==> config.mk <==
export PLATFORM = sky130hd
export DESIGN_NAME = m_req_arb2
export DESIGN_NICKNAME = d
export VERILOG_FILES = /design/src/rtl/m_req_arb2.sv
export SDC_FILE = /design/constraint.sdc
export NUM_CORES = 1
export LEC_CHECK = 0
export CELL_PAD_IN_SITES_DETAIL_PLACEMENT = 1
export CELL_PAD_IN_SITES_GLOBAL_PLACEMENT = 1
export CORE_AREA = 2 2 158 160
export DETAILED_ROUTE_END_ITERATION = 8
export DIE_AREA = 0 0 160 162
export PLACE_DENSITY = 0.78
export SYNTH_ARGS = -nofsm -noshare
export SYNTH_HDL_FRONTEND = slang
export SYNTH_SLANG_ARGS = --single-unit
==> constraint.sdc <==
create_clock -name clk -period 3.8 [get_ports clk]
set_input_delay 1.14 -clock clk [delete_from_list [all_inputs] [get_ports clk]]
set_output_delay 1.14 -clock clk [all_outputs]
set_load 0.1 [all_outputs]
==> src/rtl/m_req_arb2.sv <==
// m_req_arb2 -- two-requester packet arbiter for the MIC interconnect.
//
// Purpose:
//   Shares one request channel between two requesters. A grant lasts for a
//   whole packet, so packets are never interleaved. Each response packet is
//   steered back to its owner using the source ID in its header beat,
//   RI_TDATA[55:48]. The data paths are purely combinational.
//
// Ports:
//   clk, reset                   clock (rising edge), asynchronous active-low reset
//   I0_T* / I1_T*                request inputs from requester 0 / 1
//   O_T*                         merged request output
//   RI_T*                        response input
//   R0_T* / R1_T*                response outputs to requester 0 / 1
//   bad_id                       sticky flag: a response header matched neither ID
//
// Configuration macro:
//   ARB_FIXED_PRIORITY_EN  when defined, port 0 always wins a tie in ARB_IDLE
//                          and rr stays at 0; otherwise ties go round-robin.

module m_req_arb2 #(
    parameter logic [7:0] SRC_ID0 = 8'h00,
    parameter logic [7:0] SRC_ID1 = 8'h01
) (
    input  logic        clk,
    input  logic        reset,
    input  logic        I0_TVALID,
    output logic        I0_TREADY,
    input  logic [63:0] I0_TDATA,
    input  logic        I0_TLAST,
    input  logic        I1_TVALID,
    output logic        I1_TREADY,
    input  logic [63:0] I1_TDATA,
    input  logic        I1_TLAST,
    output logic        O_TVALID,
    input  logic        O_TREADY,
    output logic [63:0] O_TDATA,
    output logic        O_TLAST,
    input  logic        RI_TVALID,
    output logic        RI_TREADY,
    input  logic [63:0] RI_TDATA,
    input  logic        RI_TLAST,
    output logic        R0_TVALID,
    input  logic        R0_TREADY,
    output logic [63:0] R0_TDATA,
    output logic        R0_TLAST,
    output logic        R1_TVALID,
    input  logic        R1_TREADY,
    output logic [63:0] R1_TDATA,
    output logic        R1_TLAST,
    output logic        bad_id
);

    localparam logic       ARB_IDLE = 1'b0;
    localparam logic       ARB_BUSY = 1'b1;
    localparam logic [1:0] RSP_HDR  = 2'd0;
    localparam logic [1:0] RSP_PASS = 2'd1;
    localparam logic [1:0] RSP_DROP = 2'd2;

    logic       arb_q, arb_d;
    logic       grant_q, grant_d;
    logic       rr_q, rr_d;
    logic       winner;
    logic [1:0] rsp_q, rsp_d;
    logic       rsel_q, rsel_d;
    logic       bad_q, bad_d;
    logic [7:0] hdr_id;
    logic       hit0, hit1;
    logic       route_en;   // 0: response beat is sunk, 1: routed to route_sel
    logic       route_sel;
    logic       rsp_hs;

    // ------------------------------------------------------------------
    // Request arbiter
    // ------------------------------------------------------------------
    always_comb begin
`ifdef ARB_FIXED_PRIORITY_EN
        winner = ~I0_TVALID;
`else
        // The pointed-to port wins if it is requesting, else the other one.
        if (rr_q) winner = I1_TVALID ? 1'b1 : 1'b0;
        else      winner = I0_TVALID ? 1'b0 : 1'b1;
`endif
    end

    always_comb begin
        O_TVALID  = 1'b0;
        O_TDATA   = '0;
        O_TLAST   = 1'b0;
        I0_TREADY = 1'b0;
        I1_TREADY = 1'b0;
        if (arb_q == ARB_BUSY) begin
            if (grant_q) begin
                O_TVALID  = I1_TVALID;
                O_TDATA   = I1_TDATA;
                O_TLAST   = I1_TLAST;
                I1_TREADY = O_TREADY;
            end else begin
                O_TVALID  = I0_TVALID;
                O_TDATA   = I0_TDATA;
                O_TLAST   = I0_TLAST;
                I0_TREADY = O_TREADY;
            end
        end
    end

    always_comb begin
        arb_d   = arb_q;
        grant_d = grant_q;
        rr_d    = rr_q;
        if (arb_q == ARB_IDLE) begin
            if (I0_TVALID | I1_TVALID) begin
                arb_d   = ARB_BUSY;
                grant_d = winner;
            end
        end else if (O_TVALID & O_TREADY & O_TLAST) begin
            arb_d = ARB_IDLE;
`ifdef ARB_FIXED_PRIORITY_EN
            rr_d  = 1'b0;
`else
            rr_d  = ~grant_q;
`endif
        end
    end

    // ------------------------------------------------------------------
    // Response router
    // ------------------------------------------------------------------
    always_comb begin
        hdr_id = RI_TDATA[55:48];
        hit0   = (hdr_id == SRC_ID0);
        hit1   = (hdr_id == SRC_ID1);
        case (rsp_q)
            RSP_HDR: begin
                route_en  = hit0 | hit1;
                route_sel = ~hit0;       // port 0 wins when both IDs match
            end
            RSP_PASS: begin
                route_en  = 1'b1;
                route_sel = rsel_q;
            end
            default: begin
                route_en  = 1'b0;
                route_sel = 1'b0;
            end
        endcase
    end

    always_comb begin
        R0_TVALID = route_en & ~route_sel & RI_TVALID;
        R0_TDATA  = (route_en & ~route_sel) ? RI_TDATA : '0;
        R0_TLAST  = route_en & ~route_sel & RI_TLAST;
        R1_TVALID = route_en & route_sel & RI_TVALID;
        R1_TDATA  = (route_en & route_sel) ? RI_TDATA : '0;
        R1_TLAST  = route_en & route_sel & RI_TLAST;
        RI_TREADY = route_en ? (route_sel ? R1_TREADY : R0_TREADY) : 1'b1;
    end

    assign rsp_hs = RI_TVALID & RI_TREADY;

    always_comb begin
        rsp_d  = rsp_q;
        rsel_d = rsel_q;
        bad_d  = bad_q | ((rsp_q == RSP_HDR) & RI_TVALID & ~route_en);
        case (rsp_q)
            RSP_HDR: begin
                // Single-beat packets (TLAST on the header) stay in RSP_HDR.
                if (rsp_hs & ~RI_TLAST) begin
                    if (route_en) begin
                        rsp_d  = RSP_PASS;
                        rsel_d = route_sel;
                    end else begin
                        rsp_d  = RSP_DROP;
                    end
                end
            end
            RSP_PASS, RSP_DROP: begin
                if (rsp_hs & RI_TLAST) rsp_d = RSP_HDR;
            end
            default: rsp_d = RSP_HDR;
        endcase
    end

    assign bad_id = bad_q;

    always_ff @(posedge clk or negedge reset) begin
        if (!reset) begin
            arb_q   <= ARB_IDLE;
            grant_q <= 1'b0;
            rr_q    <= 1'b0;
            rsp_q   <= RSP_HDR;
            rsel_q  <= 1'b0;
            bad_q   <= 1'b0;
        end else begin
            arb_q   <= arb_d;
            grant_q <= grant_d;
            rr_q    <= rr_d;
            rsp_q   <= rsp_d;
            rsel_q  <= rsel_d;
            bad_q   <= bad_d;
        end
    end

endmodule

==> results of run 1 <==
[report_power, final]
group	internal [mW]	switching (mW)	total, mW
Clock	0.139	0.0380	0.177
Combinational	2.99	4.97	7.96
Sequential	0.102	0.0910	0.193
[worst paths after layout]
path,start,to,slack (ns),depth (start not counted)
max,RI_TDATA[53],R0_TDATA[20],-0.15,10
min,bad_id,bad_id,0.49,1
max reg2reg,rsp_q[0],rsel_q,1.31,9
min reg2reg,bad_id,bad_id,0.49,1
max in group asynchronous,reset,grant_q,2.29,1
min in group asynchronous,reset,rr_q,1.20,1
[cell families after synthesis]
group	after synthesis
AOI/OAI and AO/OA	18
adders and majority gates	2
buffers and inverters	35
DFF	7
muxes	67
and+or+nand+nor	223
[state kept, by name, summed over array words and instances, names as in the netlist]
signal,flops
rr_q,1
arb_q,1
rsp_q,2
grant_q,1
bad_id,1
rsel_q,1
[worst max-delay path, stage by stage]
cell and delay [ns]:
buf_8 0.10, nor4_4 0.29, nand3_1 0.13, a21o_1 0.24, nor2_4 0.14, buf_12 0.13
buf_12 0.14, clkbuf_16 0.16, and2_4 0.16, buf_12 0.17
[layout make-up]
class | instances | area (um2) | share of cell area
repair buffers | 461 | 6940 | 0.666
multi-input cells | 310 | 2790 | 0.267
well taps | 324 | 405 | 0.0389
flip-flops and latches | 7 | 179 | 0.0172
clock buffers | 4 | 78.8 | 0.00756
inverters | 5 | 18.8 | 0.00180
diodes | 5 | 12.5 | 0.00120
[metal layers]
metal  vias up  routed length (um)  global-route usage
met1      2057                6960               0.148
met5         -                   0                   0
met3        24                1750              0.0455
met4         0                 639              0.0565
li1       2034                   -                   -
met2       259               13100               0.341
[placed cells by master, fill, tap and decap left out, types with 2 or more instances in the layout]
master / instances
nor2b_4: 65
and2_4: 65
buf_16: 14
clkdlybuf4s50_1: 194
buf_4: 29
nand2_1: 4
nor2_4: 3
nand3_1: 2
nor2_1: 68
buf_12: 214
diode_2: 5
clkdlybuf4s15_2: 2
a31oi_1: 4
buf_8: 2
inv_1: 4
dfrtp_1: 6
mux2i_1: 66
clkbuf_16: 4
o31a_1: 2
buf_2: 3
ha_1: 2
nor3b_1: 2
nor3_4: 3
o221ai_1: 2
[timing repair]
action,4_1_cts,5_1_grt
pin swaps,17,7
gates resized for setup,99,25
cloned,11,1
setup buffers,17,4
setup endpoints to repair,133,133
hold endpoints to repair,0,0
==> results.sh, run 1 <==
export IMPL_portBuffers=404
export IMPL_grt_pass1_vias=5068
export IMPL_worstSkewPairLatency_ns=0.22
export IMPL_grt_start_max_net_pins=33
export IMPL_hp_class="reg2reg"
export IMPL_dpl_cell_area_mm2=0.00962
export IMPL_cp_required_ns=2.66
export IMPL_route_detailed_drc=0
export IMPL_cts_buffers=3
export IMPL_fillers=2543
export IMPL_antenna_found_initial=5
export IMPL_synth_edf_count=0
export IMPL_failed_checks="setup timing"
export IMPL_die_y_um=162
export IMPL_synth_top_flop_cell="dfrtp_1"
export IMPL_place_ws_ns=-0.581
export IMPL_wl_per_cell_um=20.1
export IMPL_synth_compound_area_share=0.0592
export IMPL_crit_path_start_kind="input pin"
export IMPL_syn_to_final_growth_pct=333
export IMPL_grt_usage=0.163
export IMPL_nets=993
export IMPL_fin_tns_setup_ns=-10.15
export IMPL_synth_seq_cells=7
export IMPL_critical_path_class="in2out"
export IMPL_postCtsHoldBufs=0
export IMPL_skew_ns=0.000271
export IMPL_netlist_top_cells_area="mux2i_1 (27%), and2_1 (17%), nor2b_1 (17%)"
export IMPL_synth_largest_area_cell="mux2i_1"
export IMPL_fin_crit_ns=3.95
export IMPL_synth_most_common_cell="nor2_1"
export IMPL_root_buffer="clkbuf_16"
export IMPL_synth_distinct_cells=37
export IMPL_avgViaCountPerCell=3.92
export IMPL_wirelength_um=22400
export IMPL_start_util=0.100
export IMPL_core_mm2=0.0241
export IMPL_synth_top_area_frac=0.274
export IMPL_grt_pass1_wl_um=32300
export IMPL_final_antenna_net_count=0
export IMPL_cp_arrival_ns=2.81
export IMPL_worst_slack_ns=-0.145
export IMPL_drive_above_1_share=0.529
export IMPL_ys_warn_count=0
export IMPL_synth_area_per_cell_um2=6.85
export IMPL_finish_utilization=0.432
export IMPL_dr_total_vias=4374
export IMPL_dp_cells=1076
export IMPL_ir_worst_vdd_mv=0.488
export IMPL_status="finished, violations left"
export IMPL_slew_headroom=0.665
export IMPL_dpl_hpwl_um=17800
export IMPL_critPathMaxFanout=6
export IMPL_slew_violations=0
export IMPL_rsz0062_at_grt="yes"
export IMPL_synth_top_cells_by_count="nor2_1 (72), and2_1 (66), mux2i_1 (66), nor2b_1 (66), buf_2 (10)"
export IMPL_worstSetupEndpointType="primary output"
export IMPL_finalCritPeriodShare=1.04
export IMPL_synth_fp_nets=557
export IMPL_synth_top_family_by_area="simple AND/OR/NAND/NOR gates"
export IMPL_max_freq_mhz=253
export IMPL_synthArstFlopShare=1.00
export IMPL_dr_pass1_iters=4
export IMPL_p_total_mw=8.33
export IMPL_die_w_um=160
export IMPL_hold_violations=0
export IMPL_p_leak_nw=4.49
export IMPL_setup_viol=120
export IMPL_synth_cells=352
export IMPL_rows=57
export IMPL_die_area_mm2=0.0259
export IMPL_io_pins=405
export IMPL_synth_area_mux_share=0.279
export IMPL_cts_tree="built"
export IMPL_synthAdderAreaFrac=0.0104
export IMPL_grt_overflow_total=0
export IMPL_worstMarginPinSlew_ns=0.503
export IMPL_synthesis_area_mm2=0.00241
export IMPL_yosysSeqAreaShare=0.0727
export IMPL_synth_xor_area_share=0
export IMPL_stdcell_area_mm2=0.0104
export IMPL_htree_num_levels=1
export IMPL_cts_path_max_buffers=2
export IMPL_cts_sinks=7
export IMPL_cap_violations=0
export IMPL_powerDensity_mw_per_mm2=800
export IMPL_gp_congestion=0.833
export IMPL_synth_simple_area_share=0.511
export IMPL_final_cells=1116
export IMPL_drt_iter0_drc=109
export IMPL_hold_slack_ns=0.489
export IMPL_cts_clk_slew_worst_paths_ns=0.03
(Power assumes the default switching activity.)
==> inputs of run 2 (changes only) <==
GPL_ROUTABILITY_DRIVEN = 0   (was unset)
==> results of run 2 <==
The final DEF is identical to that of run 1; final timing and power are the same.
